`src/rtl/decoder_if.sv`:
```
// decoder_if -- select/enable bundle for the registered 2-to-4 decoder.
//
// Signals:
//   en     sample enable, driven by the producer of the select
//   w, z   2-bit select (w = MSB, z = LSB)
//   p..s   registered one-hot enables (p={w,z}=00 ... s={w,z}=11)
//   valid  set once an enabled sample has been captured since reset
//
// Modports:
//   master  drives en/w/z and observes the decoded outputs
//   slave   the decoder itself
interface decoder_if;
  logic en;
  logic w;
  logic z;
  logic p;
  logic q;
  logic r;
  logic s;
  logic valid;

  modport master (
    output en, w, z,
    input  p, q, r, s, valid
  );

  modport slave (
    input  en, w, z,
    output p, q, r, s, valid
  );
endinterface

```
`src/rtl/decoder.sv`:
```
// decoder -- registered 2-to-4 one-hot decoder.
//
// Samples the select {w,z} on a rising clk edge when en=1 and drives
// exactly one of p/q/r/s from flops, so downstream logic sees
// glitch-free, clock-aligned enables. valid rises with the first
// enabled sample and stays high until reset; p..s are all 0 before that.
//
// Ports:
//   clk    rising-edge clock
//   rst_n  asynchronous active-low reset (clears p..s and valid)
//   bus    decoder_if.slave: en/w/z in, p/q/r/s/valid out
module decoder (
  input  logic       clk,
  input  logic       rst_n,
  decoder_if.slave   bus
);

  // onehot bit index equals the binary select value: 0=p, 1=q, 2=r, 3=s
  logic [3:0] decode;
  logic [3:0] onehot_d;
  logic [3:0] onehot_q;
  logic       valid_d;
  logic       valid_q;

  // Each bit is an AND of literal-matched select bits. Plain boolean
  // terms (rather than a case with a default) let an X on w/z reach the
  // flops in simulation instead of being silently decoded to something.
  for (genvar gi = 0; gi < 4; gi++) begin : g_decode
    localparam logic [1:0] CODE = 2'(gi);
    assign decode[gi] = (bus.w ~^ CODE[1]) & (bus.z ~^ CODE[0]);
  end

  always_comb begin
    onehot_d = onehot_q;
    valid_d  = valid_q;
    if (bus.en) begin
      onehot_d = decode;
      valid_d  = 1'b1;
    end
  end

  always_ff @(posedge clk or negedge rst_n) begin
    if (!rst_n) begin
      onehot_q <= 4'b0000;
      valid_q  <= 1'b0;
    end else begin
      onehot_q <= onehot_d;
      valid_q  <= valid_d;
    end
  end

  assign bus.p     = onehot_q[0];
  assign bus.q     = onehot_q[1];
  assign bus.r     = onehot_q[2];
  assign bus.s     = onehot_q[3];
  assign bus.valid = valid_q;

endmodule

```
`src/flat_wrapper.sv`:
```
// flat-port wrapper written by rule: the top's interface ports become plain ports
module decoder_flat 
  (clk, rst_n, bus_en, bus_w, bus_z, bus_p, bus_q, bus_r, bus_s, bus_valid);
  decoder_if bus_i ();
  input  logic clk;
  input  logic rst_n;
  input wire logic [$bits(bus_i.en)-1:0] bus_en;
  input wire logic [$bits(bus_i.w)-1:0] bus_w;
  input wire logic [$bits(bus_i.z)-1:0] bus_z;
  output wire logic [$bits(bus_i.p)-1:0] bus_p;
  output wire logic [$bits(bus_i.q)-1:0] bus_q;
  output wire logic [$bits(bus_i.r)-1:0] bus_r;
  output wire logic [$bits(bus_i.s)-1:0] bus_s;
  output wire logic [$bits(bus_i.valid)-1:0] bus_valid;
  assign bus_i.en = bus_en;
  assign bus_i.w = bus_w;
  assign bus_i.z = bus_z;
  assign bus_p = bus_i.p;
  assign bus_q = bus_i.q;
  assign bus_r = bus_i.r;
  assign bus_s = bus_i.s;
  assign bus_valid = bus_i.valid;
  decoder u_core (.clk(clk), .rst_n(rst_n), .bus(bus_i));
endmodule
```
`config.mk`:
```
export PLATFORM = sky130hd
export DESIGN_NAME = decoder_flat
export DESIGN_NICKNAME = d
export VERILOG_FILES = /design/src/rtl/decoder_if.sv /design/src/rtl/decoder.sv /design/src/flat_wrapper.sv
export SDC_FILE = /design/constraint.sdc
export NUM_CORES = 1
export LEC_CHECK = 0
export CAP_MARGIN = 0
export CORE_AREA = 2 2 39 41
export CTS_CLUSTER_DIAMETER = 200
export CTS_CLUSTER_SIZE = 28
export DETAILED_ROUTE_END_ITERATION = 7
export DIE_AREA = 0 0 41 43
export DONT_BUFFER_PORTS = 1
export PLACE_DENSITY = 0.3
export REMOVE_ABC_BUFFERS = 1
export SYNTH_ARGS = -nofsm -noshare
export SYNTH_HDL_FRONTEND = slang
export SYNTH_SLANG_ARGS = --single-unit
```
`constraint.sdc`:
```
create_clock -name clk -period 1.35 [get_ports clk]
set_input_delay 0.2025 -clock clk [delete_from_list [all_inputs] [get_ports clk]]
set_output_delay 0.2025 -clock clk [all_outputs]
set_load 0.05 [all_outputs]
```
Yosys cells after proc, flatten, opt, wreduce, memory -nomap -nowiden
Cells that the tools add are included.

operators by class
  bitwise gates (word level) = 6

operators with widths
  kind               number
  bitwise AND 1 bit  4
  inverter 1 bit     2

storage, ports and cells
  register bits after elaboration = 5
  input bits = 5
  output and inout bits = 5
  word-level logic and storage cells = 8

Depth between registers and ports, before layout
  depth after elaboration = 2
  mapped depth = 2

Least setup slack after synthesis
Ideal clock, no wire load.

  path kind = reg-to-reg
  from = reg, netlist name u_core.onehot_q[0]
  to = reg u_core.onehot_q[0]
  setup time = 0.125 ns
  arrival = 0.869 ns
  path slack = 0.356 ns
  stages on the path, launching flop included = 2
  clock period less this slack = 0.994 ns
  path through = dfrtp_1 mux2_4

RTL lines
  item                    line           source
  end signal: assignment  decoder.sv:47  onehot_q <= onehot_d;
  end: declaration        decoder.sv:21  logic [3:0] onehot_q;

Worst setup path after layout
  from = reg u_core.onehot_q[3]
  to = out bus_s

RTL lines
  item              line                source
  end: declaration  flat_wrapper.sv:13  output wire logic [$bits(bus_i.s)-1:0] bus_s;

No word-level cell between the ends.

==> results.json <==
{
  "maxCapViolCount": 0,
  "drt_iter0_drc": 1,
  "ir_drop_mv": 0.245,
  "layout-drive-gt1-share_pct": 25.0,
  "avgSynthCellArea_um2": 11.6,
  "synthTopCellsByArea": "dfrtp_1, o21ai_0, mux2_4, nand3b_1, inv_1",
  "final_cell_area_um2": 268,
  "cp.required_ns": 1.15,
  "crit_arrival_ns": 0.88,
  "drv_slew": 0,
  "hold_ws_ns": 0.0525,
  "fin_nets": 30,
  "yosysWarnings": 0,
  "finClkSkew_ns": 0,
  "clk_pin_slew_ns": 0.04,
  "grt_pass1_vias": 131,
  "ys_ff_latch": 5,
  "cp_max_fo": 2,
  "place_ws_ns": 0.408,
  "area_delta_synth_final_pct": 36.3,
  "async_reset_ff_share_pct": 100,
  "met2_length_um": 126,
  "antenna_found_initial": 0,
  "worstMarginPinSlew_ns": 0.481,
  "hp-class": "in -> reg",
  "hpwl_um": 290,
  "synth.most_common_cell": "dfrtp_1",
  "vias_per_cell": 3.55,
  "antenna_cells": 0,
  "endpoint_kind": "output port",
  "pin_count": 10,
  "vias": 142,
  "synth_cells": 17,
  "cts_tree": "built",
  "grt.total_usage_pct": 6.65,
  "synth_cell_types": 8,
  "die_w_um": 41,
  "dpl_cell_area_um2": 231,
  "setup_ws_ns": 0.268,
  "synth_seq_area_share_pct": 63.7,
  "cts-root-buf": "clkbuf_4",
  "fill_cells": 155,
  "outcome": "complete, no violations",
  "syn_area_um2": 196,
  "cts_max_level": 1,
  "startpoint_type": "flop",
  "numCtsBuffers": 3,
  "synth-edff-count": 0,
  "grt_max_degree": 9,
  "numPortBuffers": 0,
  "tns_ns": 0,
  "post_cts_resized": 0,
  "grt_pass1_wl_um": 600,
  "drt-met1-wl_um": 204,
  "synth_top_area_share_pct": 63.7,
  "die_area_um2": 1760,
  "coreArea_um2": 1380,
  "clk_latency_ns": 0.24,
  "rsz0062_at_grt": "false",
  "wl_um": 428,
  "gp_congestion": 0.614,
  "drt.antenna.violating_nets": 0,
  "yosysTopAreaCell": "dfrtp_1",
  "crit_type": "reg -> out",
  "yosys_most_used_dff": "dfrtp_1",
  "cts_buffer_depth": 2,
  "min_period_ns": 1.08,
  "remaining_drc_errors": 0,
  "met3_length_um": 86,
  "maxSlewHeadroom_pct": 68.0,
  "top_layer": "met4",
  "drt_first_pass_iters": 2,
  "setup_viol": 0,
  "grt_remaining_overflow": 0,
  "synthTopCellsByCount": "dfrtp_1, inv_1, o21ai_0",
  "die_h_um": 43,
  "fmax_ghz": 0.924,
  "power_leakage_nw": 0.116,
  "clock_sinks": 5,
  "powerDensity_nw_per_um2": 1500,
  "min_period_over_period_pct": 80.2,
  "fp-row-count": 14,
  "initial_utilization_pct": 14.2,
  "wl_per_cell_um": 10.7,
  "hold_viol": 0,
  "final_core_util_pct": 19.3
}
==> area by class of cell <==
class	count	area, um2	area share (%)
Sequential cell	5	125	46.7
Multi-Input combinational cell	9	60.1	22.4
Clock buffer	4	26.3	9.81
Timing Repair Buffer	3	25.0	9.35
Tap cell	16	20.0	7.48
Inverter	3	11.3	4.21
==> sequential cells by signal, summed over array words and instances (netlist names) <==
name              flops
u_core.bus.valid      1
u_core.onehot_q       4
==> where the power goes <==
group | internal (mW) | switching [mW]
clock | 0.112 | 0.0666
sequential | 0.160 | 0.0318
combinational | 0.0141 | 0.0181
==> metrics by stage <==
step           cells  power (mW)
6_report          40       0.402
2_1_floorplan     17       0.214
3_3_place_gp      35       0.221
3_5_place_dp      35       0.221
4_1_cts           40       0.415
5_1_grt           40       0.429
==> kinds of logic (layout without fill, tap and decap cells) <==
group,Yosys count,count (layout),synth area share (%)
flip-flops,5,5,63.7
AND/OR/NAND/NOR,5,5,15.3
AO/OA/AOI/OAI,3,3,7.64
buffers and inverters,3,10,5.73
multiplexers,1,1,7.64
==> metal layers <==
layer / track usage [%] / up-vias
met4: 8.00 / 0
met2: 3.44 / 11
li1: - / 69
met1: 10.1 / 60
met5: 0 / -
met3: 6.28 / 2
==> path summary, 6_finish.rpt <==
check                                           to  slack (ns)          startpoint  cells after the start
worst max register to register  u_core.onehot_q[3]        0.41  u_core.onehot_q[3]                      2
worst max-delay path                         bus_s        0.27  u_core.onehot_q[3]                      0
min in group asynchronous       u_core.onehot_q[0]        0.26               rst_n                      1
max in group asynchronous       u_core.onehot_q[3]        0.89               rst_n                      1
worst min register to register    u_core.bus.valid        0.46    u_core.bus.valid                      1
worst min-delay path            u_core.onehot_q[1]        0.05              bus_en                      1
==> layout by cell type (no fill, tap or decap), drive strengths merged <==
| cell type | instances |
|---|---|
| or2 | 1 |
| buf | 2 |
| mux2 | 1 |
| nand3b | 2 |
| o21ai | 3 |
| inv | 3 |
| dlygate4sd3 | 1 |
| clkbuf | 4 |
| nand3 | 1 |
| dfrtp | 5 |
| nor2 | 1 |
==> repair_timing <==
item	CTS	global route
setup buffers	0	0
hold buffers	1	0
hold endpoints to repair	5	0
No activity file was read; power rests on OpenSTA's default activity.
